### src/rtl/seg7_display_ctrl.sv
`default_nettype none
// ============================================================================
// Module      : seg7_display_ctrl
// Description : Registered multi-digit seven-segment controller with hex/glyph
//               decode, tick-driven blink and scroll. Optional leading-zero
//               blanking in hex mode is enabled by defining SEG7_LZB_EN.
// Revision    : 1.0 - initial release
// ============================================================================
module seg7_display_ctrl #(
    parameter int NUM_DIGITS = 6,
    parameter int TICK_DIV   = 25_000_000
) (
    input  logic                      clk,
    input  logic                      reset_n,
    input  logic                      load,
    input  logic [4*NUM_DIGITS-1:0]   din,
    input  logic                      glyph_mode,
    input  logic                      blink,
    input  logic                      scroll,
    output logic [7*NUM_DIGITS-1:0]   hex_leds,
    output logic                      tick
);

    localparam int                 c_cnt_w   = $clog2(TICK_DIV);
    localparam logic [c_cnt_w-1:0] c_cnt_max = c_cnt_w'(TICK_DIV - 1);

    logic [c_cnt_w-1:0]      r_cnt;
    logic                    r_tick;
    logic                    r_phase;
    logic                    r_valid;
    logic [4*NUM_DIGITS-1:0] r_buf;
    logic [7*NUM_DIGITS-1:0] r_leds;
    logic [4*NUM_DIGITS-1:0] w_rot;
    logic [7*NUM_DIGITS-1:0] w_dec;

    function automatic logic [6:0] hex_dec(input logic [3:0] code);
        logic [6:0] seg;
        case (code)
            4'h0: seg = 7'h40;  4'h1: seg = 7'h79;  4'h2: seg = 7'h24;  4'h3: seg = 7'h30;
            4'h4: seg = 7'h19;  4'h5: seg = 7'h12;  4'h6: seg = 7'h02;  4'h7: seg = 7'h78;
            4'h8: seg = 7'h00;  4'h9: seg = 7'h10;  4'hA: seg = 7'h08;  4'hB: seg = 7'h03;
            4'hC: seg = 7'h46;  4'hD: seg = 7'h21;  4'hE: seg = 7'h06;  default: seg = 7'h0E;
        endcase
        return seg;
    endfunction

    // Codes A..F map to the letters y, i, n, -, P and a blank digit.
    function automatic logic [6:0] glyph_dec(input logic [3:0] code);
        logic [6:0] seg;
        case (code)
            4'hA:    seg = 7'h11;
            4'hB:    seg = 7'h7B;
            4'hC:    seg = 7'h2B;
            4'hD:    seg = 7'h3F;
            4'hE:    seg = 7'h0C;
            4'hF:    seg = 7'h7F;
            default: seg = hex_dec(code);
        endcase
        return seg;
    endfunction

    generate
        if (NUM_DIGITS == 1) begin : g_rot_single
            assign w_rot = r_buf;
        end else begin : g_rot_multi
            assign w_rot = {r_buf[4*NUM_DIGITS-5:0], r_buf[4*NUM_DIGITS-1 -: 4]};
        end
    endgenerate

`ifdef SEG7_LZB_EN
    // w_zero_from[i] is set when digits i..NUM_DIGITS-1 are all zero.
    logic [NUM_DIGITS:1] w_zero_from;
    assign w_zero_from[NUM_DIGITS] = 1'b1;
`endif

    generate
        for (genvar i = 0; i < NUM_DIGITS; i++) begin : g_digit
            logic [3:0] w_code;
            logic       w_blank;
            assign w_code = r_buf[4*i +: 4];
`ifdef SEG7_LZB_EN
            if (i == 0) begin : g_lsd
                assign w_blank = 1'b0;
            end else begin : g_upper
                if (i < NUM_DIGITS - 1) begin : g_chain
                    assign w_zero_from[i] = w_zero_from[i+1] & (w_code == 4'h0);
                end else begin : g_top
                    assign w_zero_from[i] = (w_code == 4'h0);
                end
                assign w_blank = ~glyph_mode & w_zero_from[i];
            end
`else
            assign w_blank = 1'b0;
`endif
            assign w_dec[7*i +: 7] = w_blank    ? 7'h7F :
                                     glyph_mode ? glyph_dec(w_code) : hex_dec(w_code);
        end
    endgenerate

    always_ff @(posedge clk or negedge reset_n) begin
        if (!reset_n) begin
            r_cnt  <= '0;
            r_tick <= 1'b0;
        end else begin
            r_tick <= (r_cnt == c_cnt_max);
            r_cnt  <= (r_cnt == c_cnt_max) ? '0 : r_cnt + 1'b1;
        end
    end

    always_ff @(posedge clk or negedge reset_n) begin
        if (!reset_n) begin
            r_phase <= 1'b0;
        end else if (!blink) begin
            r_phase <= 1'b0;
        end else if (r_tick) begin
            r_phase <= ~r_phase;
        end
    end

    // A load on a tick edge wins; that tick's rotation is dropped.
    always_ff @(posedge clk or negedge reset_n) begin
        if (!reset_n) begin
            r_buf   <= '0;
            r_valid <= 1'b0;
        end else if (load) begin
            r_buf   <= din;
            r_valid <= 1'b1;
        end else if (r_tick && scroll) begin
            r_buf   <= w_rot;
        end
    end

    always_ff @(posedge clk or negedge reset_n) begin
        if (!reset_n) begin
            r_leds <= '1;
        end else if (!r_valid || r_phase) begin
            r_leds <= '1;
        end else begin
            r_leds <= w_dec;
        end
    end

    assign hex_leds = r_leds;
    assign tick     = r_tick;

endmodule
`default_nettype wire

### config.mk
export PLATFORM = sky130hd
export DESIGN_NAME = seg7_display_ctrl
export DESIGN_NICKNAME = d
export VERILOG_FILES = /design/src/rtl/seg7_display_ctrl.sv
export SDC_FILE = /design/constraint.sdc
export NUM_CORES = 1
export LEC_CHECK = 0
export CORE_ASPECT_RATIO = 1.5
export CORE_UTILIZATION = 50
export DETAILED_ROUTE_END_ITERATION = 16
export HOLD_SLACK_MARGIN = 0.15
export PLACE_DENSITY_LB_ADDON = 0.08
export SYNTH_ARGS = -nofsm -noshare
export SYNTH_HDL_FRONTEND = slang
export SYNTH_SLANG_ARGS = --single-unit
export TNS_END_PERCENT = 30
### constraint.sdc
create_clock -name clk -period 3.3 [get_ports clk]
set_clock_uncertainty 0.1 [all_clocks]
set_input_delay 0.99 -clock clk [delete_from_list [all_inputs] [get_ports clk]]
set_output_delay 0.99 -clock clk [all_outputs]
set_load 0.01 [all_outputs]
==> results of run 1 <==
synthesized netlist by cell type, drive strengths merged (5+ instances only):
cell type / instances / area, um^2
nor2: 41 / 154
dfrtp: 52 / 1300
o211ai: 10 / 75.1
xor2: 6 / 52.6
ha: 43 / 538
nor3: 11 / 60.1
nand3: 21 / 105
nand2b: 6 / 37.5
dfstp: 42 / 1100
and3: 6 / 37.5
clkbuf: 44 / 165
nand2: 54 / 203
xnor2: 11 / 96.3
o21ai: 67 / 335
mux2i: 44 / 440
nor4: 10 / 62.6
inv: 25 / 93.8
mux2: 12 / 135
a211oi: 6 / 45.0
a221o: 5 / 50.1
o221ai: 6 / 52.6
mux4: 6 / 135
nor2b: 8 / 50.1
a21oi: 14 / 70.1
or3: 10 / 62.6
buf: 6 / 23.8
a31oi: 15 / 93.8
nand4: 17 / 113
o311a: 5 / 50.1
kinds of logic (layout without fill, tap and decap cells):
family / count (synthesis) / count (layout) / synth area share
AO/OA/AOI/OAI: 164 / 164 / 0.174
buffers and inverters: 76 / 123 / 0.0466
multiplexers: 62 / 62 / 0.115
AND/OR/NAND/NOR: 199 / 199 / 0.162
XOR/XNOR: 17 / 17 / 0.0242
adder cells (fa/ha/maj): 43 / 43 / 0.0874
flip-flops: 94 / 94 / 0.391
worst max-delay path by stage:
stage,startpoint,endpoint,depth (start not counted)
CTS,glyph_mode,hex_leds[2]$_DFF_PN1_,5
global placement,glyph_mode,hex_leds[2]$_DFF_PN1_,5
floorplan,scroll,r_buf[18]$_DFFE_PN0P_,4
detailed placement,glyph_mode,hex_leds[2]$_DFF_PN1_,5
global route,glyph_mode,hex_leds[2]$_DFF_PN1_,5
finish,glyph_mode,hex_leds[2]$_DFF_PN1_,5
area by class of cell:
class | instances | area (um^2) | share of cell area
Clock buffer | 10 | 239 | 0.0329
Timing Repair Buffer | 81 | 798 | 0.110
Sequential cell | 94 | 2400 | 0.331
Clock inverter | 6 | 67.6 | 0.00930
Inverter | 26 | 97.6 | 0.0134
Multi-Input combinational cell | 485 | 3470 | 0.477
Tap cell | 153 | 191 | 0.0264
report_power, final:
group,internal (mW),switching [mW]
clock,0.612,0.443
combinational,0.436,0.378
sequential,1.34,0.142
total,2.39,0.963
worst reg2reg max path: cells and delay by family (launching register included):
| family | cells | cell delay (ns) |
|---|---|---|
| AND/OR/NAND/NOR | 3 | 1.34 |
| adder cells (fa/ha/maj) | 1 | 0.24 |
| AO/OA/AOI/OAI | 1 | 0.15 |
| flip-flops | 1 | 0.41 |
per-stage QoR:
| step | total power [mW] | cells | utilization | hold slack, ns |
|---|---|---|---|---|
| 2_1_floorplan | 1.95 | 655 | - | 0.356 |
| 3_3_place_gp | 2.30 | 839 | 0.579 | 0.375 |
| 3_5_place_dp | 2.31 | 839 | 0.579 | 0.382 |
| 4_1_cts | 3.38 | 855 | 0.605 | 0.397 |
| 5_1_grt | 3.52 | 855 | 0.605 | 0.425 |
| 6_report | 3.35 | 855 | 0.605 | 0.394 |
routing by layer:
layer / vias to the layer above / global-route usage
met5: - / 0
met4: 0 / 0.103
met3: 34 / 0.0280
met2: 162 / 0.416
met1: 2505 / 0.269
li1: 2467 / -
state kept, by name, summed over array words and instances, names as in the netlist:
name      count
hex_leds     42
r_buf        24
r_cnt        25
r_phase       1
r_valid       1
tick          1
layout by cell type (no fill, tap or decap), drive strengths merged, types with 5 or more instances in the layout:
master	Yosys	final
nor3	11	11
inv	25	27
mux2i	44	44
nand2	54	54
a31oi	15	15
dfrtp	52	52
a211oi	6	6
and3	6	6
or3	10	10
a21oi	14	14
o21ai	67	67
mux4	6	6
a221o	5	5
ha	43	43
xnor2	11	11
nand4	17	17
nor2	41	41
dfstp	42	42
o211ai	10	10
mux2	12	12
clkdlybuf4s50	0	71
clkbuf	44	10
nor4	10	10
xor2	6	6
buf	6	10
nand2b	6	6
nor2b	8	8
nand3	21	21
o311a	5	5
o221ai	6	6
==> summary.md, run 1 <==
| Metric | Value |
|---|---|
| Fraction of layout cells with a size suffix above 1 | `0.138` |
| Number of synthesis warnings | `0` |
| Max-slew headroom | `0.494` |
| Slowest library cell on the worst path | `sky130_fd_sc_hd__clkdlybuf4s50_1` |
| Number of clock sinks | `94` |
| Vertical die dimension | `around 140 um` |
| Clock slew at reported path FFs | `0.07 ns` |
| Maximum operating frequency | `0.362 GHz` |
| Number of buffers added on ports | `between 70 and 80` |
| Share of synthesized area occupied by flip-flops and latches | `0.391` |
| Result of the run | `complete, no violations` |
| Place WS | `slightly above 0.2 ns` |
| Data arrival time of the worst path | `2.92 ns` |
| Crit-path cells | `clkdlybuf4s50_1, inv_1, a211oi_1, a31oi_1, o21ai_0` |
| Number of global-route vias before repair | `roughly 4800` |
| Count of pins over their slew limit | `0` |
| Count of final hold-check violations | `0` |
| Ratio of total power to cell area | `461 nW/um^2` |
| Largest net degree at the start of global routing | `52` |
| Total buffers and inverters traversed by the critical path | `2` |
| Fill cell total of the finished layout | `1020` |
| Routed via count | `5168` |
| Most used flip-flop cell after synthesis | `sky130_fd_sc_hd__dfrtp_1` |
| Weighted congestion at the end of routability-driven global placement | `approximately 0.89` |
| Cell count of the worst hold path | `1` |
| Max layer used | `met4` |
| PostCTS Resize Cnt | `0` |
| Reg-to-reg endpoint | `r_cnt[24]$_DFF_PN0_` |
| Final number of setup-violating endpoints | `0` |
| Standby leakage power | `3.21 nW` |
| Final setup margin | `0.534 ns` |
| Syn avg cell area | `between 9 and 10 um^2` |
| Crit path required time | `between 3 and 4 ns` |
| Worst setup path category | `primary input to register` |
| Category of the worst setup path capture point | `register` |
| Net count of the finished layout | `770` |
| Wirelength per Cell | `16.9 um` |
| Share of flip-flops with an asynchronous set or reset | `1.00` |
| Number of unique standard cell types used by synthesis | `54` |
| Total congestion overflow | `0` |
| Aggregate routed wire length | `14.4 mm` |
| Clock tree from TritonCTS | `done` |
| Number of standard cells after synthesis | `approximately 660` |
| Seq cells post-synth | `94` |
| Wire length of the first global-routing pass | `22.9 mm` |
| Floorplan row count | `49` |
| Antenna violations before repair | `0` |
| DR iter-0 viols | `slightly below 300` |
| Final instance area | `7260 um^2` |
| Post-synthesis instance area | `6150 um^2` |
| Max H-tree Level | `3` |
| Detailed Routing Iterations Pass 1 | `5` |
| Dpl cell area | `6960 um^2` |
| FF-to-FF setup slack | `between 0.9 and 1 ns` |
| Slowest Stage Delay on Critical Path | `about 0.89 ns` |
| Number of enable-type register cells in the synthesized netlist | `0` |
| Die Outline Area | `12800 um^2` |
| Launch point of the worst hold path | `r_valid$_DFFE_PN0P_` |
| Worst hold-check path type | `register to register` |
| Biggest fanout along the worst timing path | `17` |
| Slew at the pin with the worst max-slew slack | `0.760 ns` |
| Count of nets left with antenna violations after detail routing | `0` |
| Setup tns final | `0 ns` |
| Unrepaired setup endpoints after global routing | `no` |
| Worst hold endpoint | `r_valid$_DFFE_PN0P_` |
| Starting Density | `0.512` |
| HPWL after detailed placement | `10.6 mm` |
| Floorplan Core Area | `12000 um^2` |
| DRT met1 WL | `5.92 mm` |
| Final critical-path required period | `2.77 ns` |
| Antenna diode count | `0` |
| Routed vias/inst | `6.04` |
| Reg2reg path depth | `5` |
| CTS hold repair buffers | `0` |
| Synthesized Nets | `728` |
| Buffer levels on the longest clock path | `2` |
| Wire length on met3 | `~540 um` |
| Inserted Clock Buffers | `9` |
| Startpoint kind of the worst setup timing path | `primary input` |
| Clock latency of the later-clocked register in the worst-skew pair | `0.34 ns` |
| Postcts setup bufs | `0` |
| Synth-to-Final Area Change | `18.0%` |
| Max-cap violations | `0` |
| Routed met2 length | `7.62 mm` |
| Launching point of the worst reg2reg path | `r_cnt[0]$_DFF_PN0_` |
| Root Buffer | `sky130_fd_sc_hd__clkbuf_16` |
| Worst voltage drop across the vdd grid | `254 uV` |
| Number of placed I/O pins | `73` |
| All-Layer GR Usage | `0.229` |
| Kind of cell adding the most delay to the critical path | `buffers and inverters` |
| Share of the clock period used by the worst path after layout | `0.838` |
| Number of remaining DRC errors | `0` |
| Width of the die | `about 93 um` |
(Power assumes the default switching activity.)
==> inputs of run 2 (changes only) <==
==> constraint.sdc (replaced) <==
create_clock -name clk -period 2.45 [get_ports clk]
set_clock_uncertainty 0.1 [all_clocks]
set_input_delay 0.735 -clock clk [delete_from_list [all_inputs] [get_ports clk]]
set_output_delay 0.735 -clock clk [all_outputs]
set_load 0.01 [all_outputs]
==> summary.md, run 2 (synthesis gave the netlist of run 1 again) <==
| Metric | Value |
|---|---|
| Clock tree from TritonCTS | `done` |
| Antenna diode count | `0 (unchanged)` |
| Standby leakage power | `3.30 nW (+2.9%)` |
| Crit path required time | `2.60 ns (-0.86 ns)` |
| Fill cell total of the finished layout | `1039 (+1.9%)` |
| Data arrival time of the worst path | `2.41 ns (-0.51 ns)` |
| Inserted Clock Buffers | `9 (unchanged)` |
| Result of the run | `complete, no violations` |
| Postcts setup bufs | `0 (unchanged)` |
| Max-cap violations | `0 (unchanged)` |
| Number of remaining DRC errors | `0 (unchanged)` |
| Category of the worst setup path capture point | `register` |
| Final setup margin | `0.187 ns (-0.347 ns)` |
| Routed via count | `5243 (+1.5%)` |
| Weighted congestion at the end of routability-driven global placement | `0.924 (+4.0%)` |
| Worst setup path category | `register to register` |
| Starting Density | `0.512 (unchanged)` |
| Fraction of layout cells with a size suffix above 1 | `0.161 (+0.0227)` |
| Net count of the finished layout | `789 (+2.5%)` |
| Origin of the worst setup path | `r_buf[17]$_DFFE_PN0P_` |
| Synth-to-Final Area Change | `20.6%` |
| Detailed Routing Iterations Pass 1 | `5 (unchanged)` |
| Most common library cell in the layout ignoring fill and taps | `sky130_fd_sc_hd__clkdlybuf4s50_1` |
| Combined area of the multi-input logic cells | `3470 um^2 (unchanged)` |
| DR iter-0 viols | `284 (-4.4%)` |
| Biggest fanout along the worst timing path | `11 (-6)` |
| Worst setup path endpoint | `hex_leds[29]$_DFF_PN1_` |
| Final critical-path required period | `2.26 ns` |
| Aggregate routed wire length | `15.4 mm (+6.4%)` |
| Number of buffers added on ports | `72 (unchanged)` |
| Flip-flop count of the largest register, all copies and words added | `42 (unchanged)` |
| Worst voltage drop across the vdd grid | `340 uV (+34%)` |
| Final number of setup-violating endpoints | `0 (unchanged)` |
| Cell count of the worst hold path | `1 (unchanged)` |
| Reg2reg path depth | `5 (unchanged)` |
| Vertical die dimension | `138 um (unchanged)` |
| Minimum hold slack | `0.395 ns (+0.000770 ns)` |
| Number of placed I/O pins | `73 (unchanged)` |
| Count of final hold-check violations | `0 (unchanged)` |
| Routed vias/inst | `6.00 (-0.75%)` |
| Place WS | `0.0421 ns (-0.161 ns)` |
| All-Layer GR Usage | `0.253 (+0.0234)` |
| Launching point of the worst reg2reg path | `r_buf[17]$_DFFE_PN0P_` |
| Max H-tree Level | `3 (unchanged)` |
| Area taken by flip-flops and latches | `2410 um^2 (about the same)` |
| Floorplan row count | `49 (unchanged)` |
| Count of nets left with antenna violations after detail routing | `0 (unchanged)` |
| Clock latency of the later-clocked register in the worst-skew pair | `0.34 ns (about the same)` |
| Number of global-route vias before repair | `5237 (+8.5%)` |
| Wirelength per Cell | `17.6 um (+4.1%)` |
| Root Buffer | `sky130_fd_sc_hd__clkbuf_16` |
| Number of clock sinks | `94 (unchanged)` |
| Largest net degree at the start of global routing | `43 (-17%)` |
| Unrepaired setup endpoints after global routing | `no` |
| Die Outline Area | `12800 um^2 (unchanged)` |
| FF-to-FF setup slack | `0.19 ns (-0.80 ns)` |
| Share of the clock period used by the worst path after layout | `0.924` |
| Most used cells in the layout excluding fill and tap cells | `71 x sky130_fd_sc_hd__clkdlybuf4s50_1, 66 x sky130_fd_sc_hd__o21ai_0, 54 x sky130_fd_sc_hd__nand2_1, 51 x sky130_fd_sc_hd__dfrtp_1, 44 x sky130_fd_sc_hd__mux2i_1` |
| Clock slew at reported path FFs | `0.07 ns (about the same)` |
| Startpoint kind of the worst setup timing path | `register` |
| Floorplan Core Area | `12000 um^2 (unchanged)` |
| Worst hold-check path type | `register to register` |
| HPWL after detailed placement | `11.5 mm (+8.8%)` |
| Max-slew headroom | `0.485 (-0.00913)` |
| Wire length of the first global-routing pass | `25.5 mm (+11%)` |
| Reg-to-reg endpoint | `hex_leds[29]$_DFF_PN1_` |
| Slew at the pin with the worst max-slew slack | `0.773 ns (+0.0137 ns)` |
| Buffer levels on the longest clock path | `2 (unchanged)` |
| Setup tns final | `0 ns (unchanged)` |
| Total congestion overflow | `0 (unchanged)` |
| Antenna violations before repair | `0 (unchanged)` |
| Maximum operating frequency | `0.442 GHz` |
| Ratio of total power to cell area | `607 nW/um^2 (+32%)` |
| Count of pins over their slew limit | `0 (unchanged)` |
| Width of the die | `92.6 um (unchanged)` |
==> run 2: layout make-up <==
| type | count | share of cell area |
|---|---|---|
| multi-input cells | 485 | 0.467 |
| flip-flops and latches | 94 | 0.324 |
| repair buffers | 100 | 0.131 |
| clock buffers | 10 | 0.0322 |
| well taps | 153 | 0.0258 |
| inverters | 26 | 0.0132 |
| clock inverters | 6 | 0.00708 |
==> run 2: critical path: stages (launching register included) <==
cell	delay, ns
sky130_fd_sc_hd__dfrtp_2	0.49
sky130_fd_sc_hd__ha_1	0.34
sky130_fd_sc_hd__or3_1	0.44
sky130_fd_sc_hd__a31o_2	0.32
sky130_fd_sc_hd__a221oi_1	0.35
sky130_fd_sc_hd__o21ai_0	0.13
==> run 2: timing repair <==
| item | 4_1_cts | 5_1_grt |
|---|---|---|
| setup endpoints to repair | 0 | 1 |
| hold buffers | 1 | 0 |
| gates resized for setup | 0 | 1 |
| endpoints found under the hold margin | 3 | 0 |
==> run 2: per-stage QoR <==
step | total power, mW | utilization | cells | cell area [um^2]
global placement | 3.13 | 0.592 | 857 | 7120
floorplan | 2.62 | - | 655 | 6150
CTS | 4.54 | 0.617 | 874 | 7420
global route | 4.72 | 0.618 | 874 | 7420
detailed placement | 3.16 | 0.592 | 857 | 7120
finish | 4.50 | 0.618 | 874 | 7420
==> run 2: worst min-delay path by stage <==
stage,end,startpoint,slack (ns)
floorplan,r_buf[0]$_DFFE_PN0P_,reset_n,0.34
global placement,r_valid$_DFFE_PN0P_,r_valid$_DFFE_PN0P_,0.37
detailed placement,r_valid$_DFFE_PN0P_,r_valid$_DFFE_PN0P_,0.38
CTS,r_valid$_DFFE_PN0P_,r_valid$_DFFE_PN0P_,0.40
global route,r_valid$_DFFE_PN0P_,r_valid$_DFFE_PN0P_,0.42
finish,r_valid$_DFFE_PN0P_,r_valid$_DFFE_PN0P_,0.39
==> run 2: layer usage <==
metal,up-vias,GRT usage,part of all wire
met5,-,0,0
met4,0,0.101,0.020
met3,25,0.0334,0.040
met2,134,0.470,0.54
met1,2578,0.290,0.40
li1,2506,-,-
==> run 2: report_power, final <==
| group | total, mW | switching, mW | internal [mW] | leakage (nW) |
|---|---|---|---|---|
| clock network | 1.36 | 0.632 | 0.733 | 0.138 |
| registers | 1.97 | 0.159 | 1.81 | 1.10 |
| logic | 1.17 | 0.561 | 0.613 | 2.06 |
